==> src/rtl/nes_cpu_bus_master_if.sv <==
// Host request/response port and cartridge CPU bus, bundled.
// The master modport is the bus initiator's view.
interface nes_cpu_bus_master_if;
    logic        req_valid;
    logic        req_ready;
    logic        req_write;
    logic [15:0] req_addr;
    logic [7:0]  req_wdata;
    logic        rsp_valid;
    logic [7:0]  rsp_rdata;
    logic        m2;
    logic [15:0] cpu_addr;
    logic        cpu_rw;
    logic [7:0]  cpu_data_out;
    logic        cpu_data_oe;
    logic [7:0]  cpu_data_in;

    modport master (
        input  req_valid, req_write, req_addr, req_wdata,
        input  cpu_data_in,
        output req_ready, rsp_valid, rsp_rdata,
        output m2, cpu_addr, cpu_rw, cpu_data_out, cpu_data_oe
    );

    modport slave (
        output req_valid, req_write, req_addr, req_wdata,
        output cpu_data_in,
        input  req_ready, rsp_valid, rsp_rdata,
        input  m2, cpu_addr, cpu_rw, cpu_data_out, cpu_data_oe
    );
endinterface

==> src/rtl/nes_cpu_bus_master.sv <==
// 6502-style M2 bus cycle generator for the cartridge CPU bus.
// Runs host read/write requests, filling idle time with dummy reads.
module nes_cpu_bus_master #(
    parameter int          LOW_CLKS  = 6,
    parameter int          HIGH_CLKS = 10,
    parameter logic [15:0] IDLE_ADDR = 16'hFFFF
) (
    input  logic                  clk,
    input  logic                  reset,
    input  logic                  run,
    nes_cpu_bus_master_if.master  bus
);
    localparam int MAXC = (LOW_CLKS > HIGH_CLKS) ? LOW_CLKS : HIGH_CLKS;
    localparam int CW   = (MAXC > 1) ? $clog2(MAXC) : 1;
    localparam logic [CW-1:0] LOW_LAST  = CW'(LOW_CLKS - 1);
    localparam logic [CW-1:0] HIGH_LAST = CW'(HIGH_CLKS - 1);

    typedef enum logic [1:0] {
        STOP,
        LOW,
        HIGH
    } state_t;

    state_t        state, state_d;
    logic [CW-1:0] cnt, cnt_d;
    logic          decide;
    logic          accept;

    logic          m2_q;
    logic [15:0]   addr_q;
    logic          rw_q;
    logic [7:0]    dout_q;
    logic          oe_q;
    logic          rsp_v_q;
    logic [7:0]    rdata_q;

    // Descriptor of the bus cycle currently in flight.
    logic [15:0]   cyc_addr;
    logic          cyc_write;
    logic [7:0]    cyc_wdata;
    logic          cyc_host;

    always_comb begin
        state_d = state;
        cnt_d   = cnt;
        decide  = 1'b0;
        unique case (state)
            STOP: begin
                if (run) begin
                    decide  = 1'b1;
                    state_d = LOW;
                    cnt_d   = '0;
                end
            end
            LOW: begin
                if (cnt == LOW_LAST) begin
                    state_d = HIGH;
                    cnt_d   = '0;
                end else begin
                    cnt_d = cnt + 1'b1;
                end
            end
            HIGH: begin
                if (cnt == HIGH_LAST) begin
                    decide  = 1'b1;
                    cnt_d   = '0;
                    state_d = (bus.req_valid || run) ? LOW : STOP;
                end else begin
                    cnt_d = cnt + 1'b1;
                end
            end
            default: state_d = STOP;
        endcase
        accept = decide & bus.req_valid;
    end

    always_ff @(posedge clk) begin
        if (reset) begin
            state <= STOP;
            cnt   <= '0;
        end else begin
            state <= state_d;
            cnt   <= cnt_d;
        end
    end

    always_ff @(posedge clk) begin
        if (reset) begin
            m2_q      <= 1'b0;
            addr_q    <= IDLE_ADDR;
            rw_q      <= 1'b1;
            dout_q    <= 8'h00;
            oe_q      <= 1'b0;
            rsp_v_q   <= 1'b0;
            rdata_q   <= 8'h00;
            cyc_addr  <= IDLE_ADDR;
            cyc_write <= 1'b0;
            cyc_wdata <= 8'h00;
            cyc_host  <= 1'b0;
        end else begin
            rsp_v_q <= 1'b0;
            if (decide) begin
                cyc_host  <= accept;
                cyc_write <= accept & bus.req_write;
                cyc_addr  <= accept ? bus.req_addr : IDLE_ADDR;
                if (accept) begin
                    cyc_wdata <= bus.req_wdata;
                end
            end
            unique case (state)
                STOP: oe_q <= 1'b0;
                LOW: begin
                    // Old address/data stay put for one clk past M2 fall.
                    if (cnt == '0) begin
                        addr_q <= cyc_addr;
                        rw_q   <= ~cyc_write;
                        oe_q   <= 1'b0;
                    end
                    if (cnt == LOW_LAST) begin
                        m2_q <= 1'b1;
                        if (cyc_write) begin
                            dout_q <= cyc_wdata;
                            oe_q   <= 1'b1;
                        end
                    end
                end
                HIGH: begin
                    if (cnt == HIGH_LAST) begin
                        m2_q    <= 1'b0;
                        rsp_v_q <= cyc_host;
                        if (cyc_host && !cyc_write) begin
                            rdata_q <= bus.cpu_data_in;
                        end
                    end
                end
                default: ;
            endcase
        end
    end

    assign bus.req_ready    = decide;
    assign bus.rsp_valid    = rsp_v_q;
    assign bus.rsp_rdata    = rdata_q;
    assign bus.m2           = m2_q;
    assign bus.cpu_addr     = addr_q;
    assign bus.cpu_rw       = rw_q;
    assign bus.cpu_data_out = dout_q;
    assign bus.cpu_data_oe  = oe_q;
endmodule

==> src/flat_wrapper.sv <==
// flat-port wrapper written by rule: the top's interface ports become plain ports
module nes_cpu_bus_master_flat 
#(
    parameter int          LOW_CLKS  = 6,
    parameter int          HIGH_CLKS = 10,
    parameter logic [15:0] IDLE_ADDR = 16'hFFFF
)
  (clk, reset, run, bus_req_valid, bus_req_write, bus_req_addr, bus_req_wdata, bus_cpu_data_in, bus_req_ready, bus_rsp_valid, bus_rsp_rdata, bus_m2, bus_cpu_addr, bus_cpu_rw, bus_cpu_data_out, bus_cpu_data_oe);
  nes_cpu_bus_master_if bus_i ();
  input  logic clk;
  input  logic reset;
  input  logic run;
  input wire logic [$bits(bus_i.req_valid)-1:0] bus_req_valid;
  input wire logic [$bits(bus_i.req_write)-1:0] bus_req_write;
  input wire logic [$bits(bus_i.req_addr)-1:0] bus_req_addr;
  input wire logic [$bits(bus_i.req_wdata)-1:0] bus_req_wdata;
  input wire logic [$bits(bus_i.cpu_data_in)-1:0] bus_cpu_data_in;
  output wire logic [$bits(bus_i.req_ready)-1:0] bus_req_ready;
  output wire logic [$bits(bus_i.rsp_valid)-1:0] bus_rsp_valid;
  output wire logic [$bits(bus_i.rsp_rdata)-1:0] bus_rsp_rdata;
  output wire logic [$bits(bus_i.m2)-1:0] bus_m2;
  output wire logic [$bits(bus_i.cpu_addr)-1:0] bus_cpu_addr;
  output wire logic [$bits(bus_i.cpu_rw)-1:0] bus_cpu_rw;
  output wire logic [$bits(bus_i.cpu_data_out)-1:0] bus_cpu_data_out;
  output wire logic [$bits(bus_i.cpu_data_oe)-1:0] bus_cpu_data_oe;
  assign bus_i.req_valid = bus_req_valid;
  assign bus_i.req_write = bus_req_write;
  assign bus_i.req_addr = bus_req_addr;
  assign bus_i.req_wdata = bus_req_wdata;
  assign bus_i.cpu_data_in = bus_cpu_data_in;
  assign bus_req_ready = bus_i.req_ready;
  assign bus_rsp_valid = bus_i.rsp_valid;
  assign bus_rsp_rdata = bus_i.rsp_rdata;
  assign bus_m2 = bus_i.m2;
  assign bus_cpu_addr = bus_i.cpu_addr;
  assign bus_cpu_rw = bus_i.cpu_rw;
  assign bus_cpu_data_out = bus_i.cpu_data_out;
  assign bus_cpu_data_oe = bus_i.cpu_data_oe;
  nes_cpu_bus_master #(.LOW_CLKS(LOW_CLKS), .HIGH_CLKS(HIGH_CLKS), .IDLE_ADDR(IDLE_ADDR)) u_core (.clk(clk), .reset(reset), .run(run), .bus(bus_i));
endmodule
==> config.mk <==
export PLATFORM = sky130hd
export DESIGN_NAME = nes_cpu_bus_master_flat
export DESIGN_NICKNAME = d
export VERILOG_FILES = /design/src/rtl/nes_cpu_bus_master_if.sv /design/src/rtl/nes_cpu_bus_master.sv /design/src/flat_wrapper.sv
export SDC_FILE = /design/constraint.sdc
export NUM_CORES = 1
export LEC_CHECK = 0
export CAP_MARGIN = 20
export CORE_ASPECT_RATIO = 0.75
export CORE_UTILIZATION = 43
export DETAILED_ROUTE_END_ITERATION = 8
export PLACE_DENSITY = 0.75
export SLEW_MARGIN = 20
export SYNTH_ARGS = -nofsm -noshare
export SYNTH_HDL_FRONTEND = slang
export SYNTH_SLANG_ARGS = --single-unit
export TNS_END_PERCENT = 30
==> constraint.sdc <==
create_clock -name clk -period 1.5 [get_ports clk]
set_input_delay 0.15 -clock clk [delete_from_list [all_inputs] [get_ports clk]]
set_output_delay 0.15 -clock clk [all_outputs]
set_load 0.1 [all_outputs]
# ---- Yosys cells after proc, flatten, opt, wreduce, memory -nomap -nowiden
# Cells that the tools add are included.
dict set report word_totals {
  reg_bits 68
  input_bits 37
  output_inout_bits 37
  elab_cells 62
}
dict set report classes {
  add_sub_neg 1
  n_eq_ne 7
  mux 20
  bitwise_logic 5
  n_reduce_logical 16
}
# operator count
set ops {}
lappend ops {{16-bit two-way mux} 1}
lappend ops {{4-bit two-way mux} 3}
lappend ops {{4-bit one-hot mux with 3 select lines} 1}
lappend ops {{3-bit AND reduction} 4}
lappend ops {{1-bit two-way mux} 8}
lappend ops {{2-bit two-way mux} 3}
lappend ops {{1-bit one-hot mux with 2 select lines} 3}
lappend ops {{2-bit one-hot mux with 3 select lines} 1}
lappend ops {{2-bit AND reduction} 3}
lappend ops {{4-bit by 1-bit adder with 4-bit output, second input constant} 1}
lappend ops {{4-bit by 3-bit equality test with 1-bit output, second input constant} 1}
lappend ops {{4-bit equality test, second input constant} 1}
lappend ops {{4-bit zero test} 1}
lappend ops {{2-bit by 1-bit != test with 1-bit output, second input constant} 2}
lappend ops {{2-bit nonzero test} 2}
lappend ops {{1-bit inverter} 3}
lappend ops {{3-bit nonzero test} 1}
lappend ops {{3-bit OR reduction} 1}
lappend ops {{1-bit AND} 2}
lappend ops {{2-bit by 1-bit equality test with 1-bit output, second input constant} 1}
lappend ops {{2-bit equality test, second input constant} 1}
lappend ops {{2-bit zero test} 1}
lappend ops {{2-bit != test, second input constant} 1}
lappend ops {{1-bit logical AND} 1}
lappend ops {{2 further kinds} 2}

# ---- Logic depth before layout (Yosys ltp)
dict set report logic_depth {
  depth_word 5
  ltp_mapped 8
  ltp_nobuf 7
}

# ---- Worst setup path before layout
# OpenSTA, ideal clock, no wires.
dict set report synth_path {
  path_kind {register to register}
  from {register u_core.state[0]}
  to {register u_core.cyc_addr[6]}
  setup_ps 119
  arrival_time_ps 1586
  t_required_ps 1381
  setup_slack_ps -205
  path_stages_with_launch 9
  n_path_buf 1
  period_less_slack_ps 1705
  cell_sequence {dfxtp_1 > inv_1 > ha_1 > and4b_1 > a21oi_4 > inv_2 > buf_6 > nor2_1 > o21bai_1}
}
dict set report synth_via {
  elab_chain_cells 4
  elab_cells_between_ends 5
  classes_between {1 x eq/ne; 2 x mux; 1 x bitwise; 1 x reduce/logical}
}
# element line_no
set synth_lines {}
lappend synth_lines {{from (decl)} nes_cpu_bus_master.sv:24} ;# state_t state, state_d;
lappend synth_lines {{from (signal assigned)} nes_cpu_bus_master.sv:82} ;# state <= state_d;
lappend synth_lines {{2-bit equality test or 2-bit zero test (tied branches)} nes_cpu_bus_master.sv:47} ;# unique case (state)
lappend synth_lines {{1-bit one-hot mux with 2 select lines *} nes_cpu_bus_master.sv:47}
lappend synth_lines {{via bus_req_ready} flat_wrapper.sv:18} ;# output wire logic [$bits(bus_i.req_ready)-1:0] bus_req_ready;
lappend synth_lines {{1-bit AND} nes_cpu_bus_master.sv:74} ;# accept = decide & bus.req_valid;
lappend synth_lines {{16-bit two-way mux} nes_cpu_bus_master.sv:105} ;# cyc_addr <= accept ? bus.req_addr : IDLE_ADDR;
lappend synth_lines {{to (signal assigned)} nes_cpu_bus_master.sv:105}
lappend synth_lines {{to (decl)} nes_cpu_bus_master.sv:38} ;# logic [15:0] cyc_addr;
# Mark *: on every way through the listed nets, which the timed path passes. The rest lies on a longest branch.
# A chain may end at the register's enable or synchronous reset.

# ---- Worst setup path in the final report
dict set report layout_path {
  from {register u_core.cnt[1]}
  to {output bus_req_ready}
}
dict set report layout_via {
  elab_chain_cells 3
}
# element line_no
set layout_lines {}
lappend layout_lines {{from (decl)} nes_cpu_bus_master.sv:25} ;# logic [CW-1:0] cnt, cnt_d;
lappend layout_lines {{from (signal assigned)} nes_cpu_bus_master.sv:83} ;# cnt <= cnt_d;
lappend layout_lines {{4-bit equality test} nes_cpu_bus_master.sv:64} ;# if (cnt == HIGH_LAST) begin
lappend layout_lines {{1-bit two-way mux} nes_cpu_bus_master.sv:64}
lappend layout_lines {{1-bit one-hot mux with 2 select lines} nes_cpu_bus_master.sv:47}
lappend layout_lines {{to (decl)} flat_wrapper.sv:18}
# No other way between the ends.

==> results_dict.tcl <==
set metrics [dict create \
    outcome "complete, but fails checks" \
    violations "setup timing" \
    ir_drop_v 0.001343 \
    fp-row-count 25 \
    clk_pin_slew_ns 0.08 \
    cp_cell_sequence "inv_2, ha_4, and4b_2, a21oi_4, inv_8, buf_12" \
    ant_nets 0 \
    synth_edf_count 0 \
    drive_above_1_share_pct 30.81 \
    globalplace.congestion 0.7720 \
    die-area_mm2 0.006896 \
    final-setup-viol-count 54 \
    period_share_pct 116.8 \
    slew_headroom_pct 72.87 \
    grt_max_degree 69 \
    die_y_um 72.17 \
    syn_avg_cell_area_um2 9.194 \
    internal_power_mw 4.601 \
    start_util_pct 44.67 \
    die_w_um 95.56 \
    period_needed_ns 1.753 \
    ys_seq_elements 68 \
    min_path_type "input pin to register" \
    wirelength_um 7942 \
    place_ws_ns -0.2441 \
    p_sw_mw 3.407 \
    synth_ff_type "dfxtp_1" \
    slew_violations 0 \
    num_io_pins 74 \
    dr.pass1.iters 4 \
    syn_nets 352 \
    fin_skew_ns 0.007655 \
    cpPeakStageDelay_ns 0.34 \
    n_antenna_cell 0 \
    arrival_ns 1.60 \
    insertion_delay_ns 0.35 \
    start_kind "register" \
    grt_util_all_layers_pct 23.07 \
    combPwrFrac_pct 49.5 \
    fin_util_pct 73.01 \
    routed_via_density 5.220 \
    route.detailed.drc 0 \
    p_sw_share_pct 42.55 \
    pwr_density_cell_mw_per_mm2 1736 \
    syn_to_final_growth_pct 63.43 \
    required_ns 1.35 \
    synth_cell_type_count 32 \
    overflow 0 \
    worst_pin_slew_ns 0.4055 \
    ys_async_sr_fraction_pct 0 \
    ys_seq_area_share_pct 48.23 \
    cts.sinks 68 \
    coreArea_mm2 0.006319 \
    hold_viol 0 \
    fmax_mhz 570.6 \
    port_buffers 73 \
    setup_slack_ns -0.2525 \
    first_global_vias 2454 \
    slowest_stage "dfxtp_2" \
    antenna_found_initial 0 \
    htreeDepth 3 \
    end_kind "output port" \
    synth_warnings 0 \
    p_leak_nw 1.957 \
    drt_iter0_drc 116 \
    clockBufferDepth 2 \
    ctsRootBufferMaster "clkbuf_8" \
    vias 2558 \
    rsz0062_at_grt "yes" \
    clockPowerShare_pct 21.3 \
    synth_area_mm2 0.002823 \
    cts_tree "built" \
    hold_buffers 0 \
    pwr-share-seq_pct 29.2 \
    maxCapViolCount 0 \
    path_max_fanout 4 \
    netlist_instances 307 \
    grt_pass1_wl_um 11890 \
    critPathKind "register to output port" \
    place_hpwl_um 4775 \
    cts_made_buffers 9 \
    wl_per_cell_um 16.21 \
    nets 449 \
]
[timing repair]
| item | 4_1_cts | 5_1_grt |
|---|---|---|
| setup endpoints to repair | 54 | 67 |
| gates resized for setup | 26 | 20 |
| pin swaps | 5 | 13 |
| buffers inserted | 10 | 3 |
| cloned | 2 | 0 |
[area by class of cell]
class / count / area, um2
fillers: 442 / 1705
inverters: 6 / 30.03
flip-flops and latches: 68 / 1368
clock buffers: 11 / 141.4
clock inverters: 5 / 85.08
repair inverters: 1 / 6.256
multi-input cells: 214 / 1499
repair buffers: 104 / 1383
well taps: 81 / 101.3
[through the flow]
step                std cells  power, mW  area [um2]  TNS, ns  hold slack (ns)
global route              490      8.299        4613   -8.688           0.2699
global placement          459      5.777        4089   -2.523           0.4331
finish                    490      8.008        4613   -5.141           0.2673
CTS                       487      7.842        4514   -1.612           0.2597
floorplan                 307      4.621        2854  -0.7934           0.2972
detailed placement        459      5.863        4089   -4.677           0.4486
[final timing paths]
check / startpoint / slack, ns / end / cells after the start
setup / recovery: u_core.cnt[1] / -0.25 / bus_req_ready / 6
hold / removal: reset / 0.27 / u_core.bus.cpu_data_out[4] / 3
setup reg to reg: u_core.cnt[1] / -0.23 / u_core.cyc_addr[7] / 9
hold reg to reg: u_core.cyc_host / 0.45 / u_core.bus.rsp_valid / 2
[state kept, by name (all words and copies together) (netlist names)]
signal                   cells
u_core.cnt                   4
u_core.bus.cpu_addr         16
u_core.cyc_host              1
u_core.bus.rsp_valid         1
u_core.cyc_addr             16
u_core.bus.rsp_rdata         8
u_core.bus.m2                1
u_core.cyc_write             1
u_core.bus.cpu_data_out      8
u_core.state                 2
u_core.bus.cpu_data_oe       1
u_core.cyc_wdata             8
u_core.bus.cpu_rw            1
[cells in the final DEF (no fill, tap or decap), types with 2 or more instances in the layout]
cell and n:
a31oi_1 2, a21oi_1 15, dfxtp_1 63, clkdlybuf4s50_1 35
clkbuf_8 10, nand4b_1 2, nand3b_1 18, o21bai_1 16
nand2_1 47, inv_1 2, bufinv_16 2, mux2i_1 18
nor2_1 39, nor3b_2 15, ha_4 3, dfxtp_2 5
and4bb_4 2, clkinv_4 2, ha_1 4, buf_6 5
buf_12 40, buf_2 2, nand3_1 14, inv_2 3
buf_4 22, nand2_2 2, o21ai_0 2
[per-layer routing]
metal / vias to the layer above / wire, um / global-route usage (%)
met5: - / 0 / 0
met3: 11 / 418 / 7.442
li1: 1232 / - / -
met1: 1245 / 3506 / 28.39
met4: 0 / 68 / 6.799
met2: 70 / 3949 / 38.65
[power groups by stage]
stage / registers [mW] / logic (mW) / clock network [mW]
final: 2.34 / 3.97 / 1.70
after global routing: 2.36 / 4.14 / 1.80
after CTS: 2.33 / 3.81 / 1.71
after detailed placement: 2.37 / 3.50 / 0
after global placement: 2.36 / 3.42 / 0
after floorplan: 3.46 / 1.16 / 0
[logic make-up (layout without fill, tap and decap cells)]
kind of cell,Yosys count,count (layout),synth area share (%)
AOI/OAI and AO/OA,40,40,9.797
and+or+nand+nor,148,148,27.53
adders and majority gates,8,8,3.546
buffers and inverters,25,127,4.521
muxes,18,18,6.383
DFF,68,68,48.23
[synth_stat cells (2+ instances only)]
master,count,share of area [%]
a21oi_1,15,2.7
a31oi_1,2,0.44
buf_2,3,0.53
buf_4,2,0.53
buf_6,3,1.2
clkbuf_1,11,1.5
dfxtp_1,68,48
ha_1,8,3.5
inv_1,5,0.66
mux2i_1,18,6.4
nand2_1,49,6.5
nand3_1,14,2.5
nand3b_1,18,4.8
nand4b_1,2,0.62
nor2_1,39,5.2
nor2b_1,2,0.44
nor3b_1,17,4.5
o21ai_0,2,0.35
o21bai_1,16,4.3
[worst max-delay path: cells and delay by family, from the launching register on]
family / cells / cell delay (ns)
AOI/OAI and AO/OA: 1 / 0.22
adders and majority gates: 1 / 0.16
buffers and inverters: 3 / 0.27
DFF: 1 / 0.34
and+or+nand+nor: 1 / 0.25
Note: power is estimated with default switching activity, not from simulation.
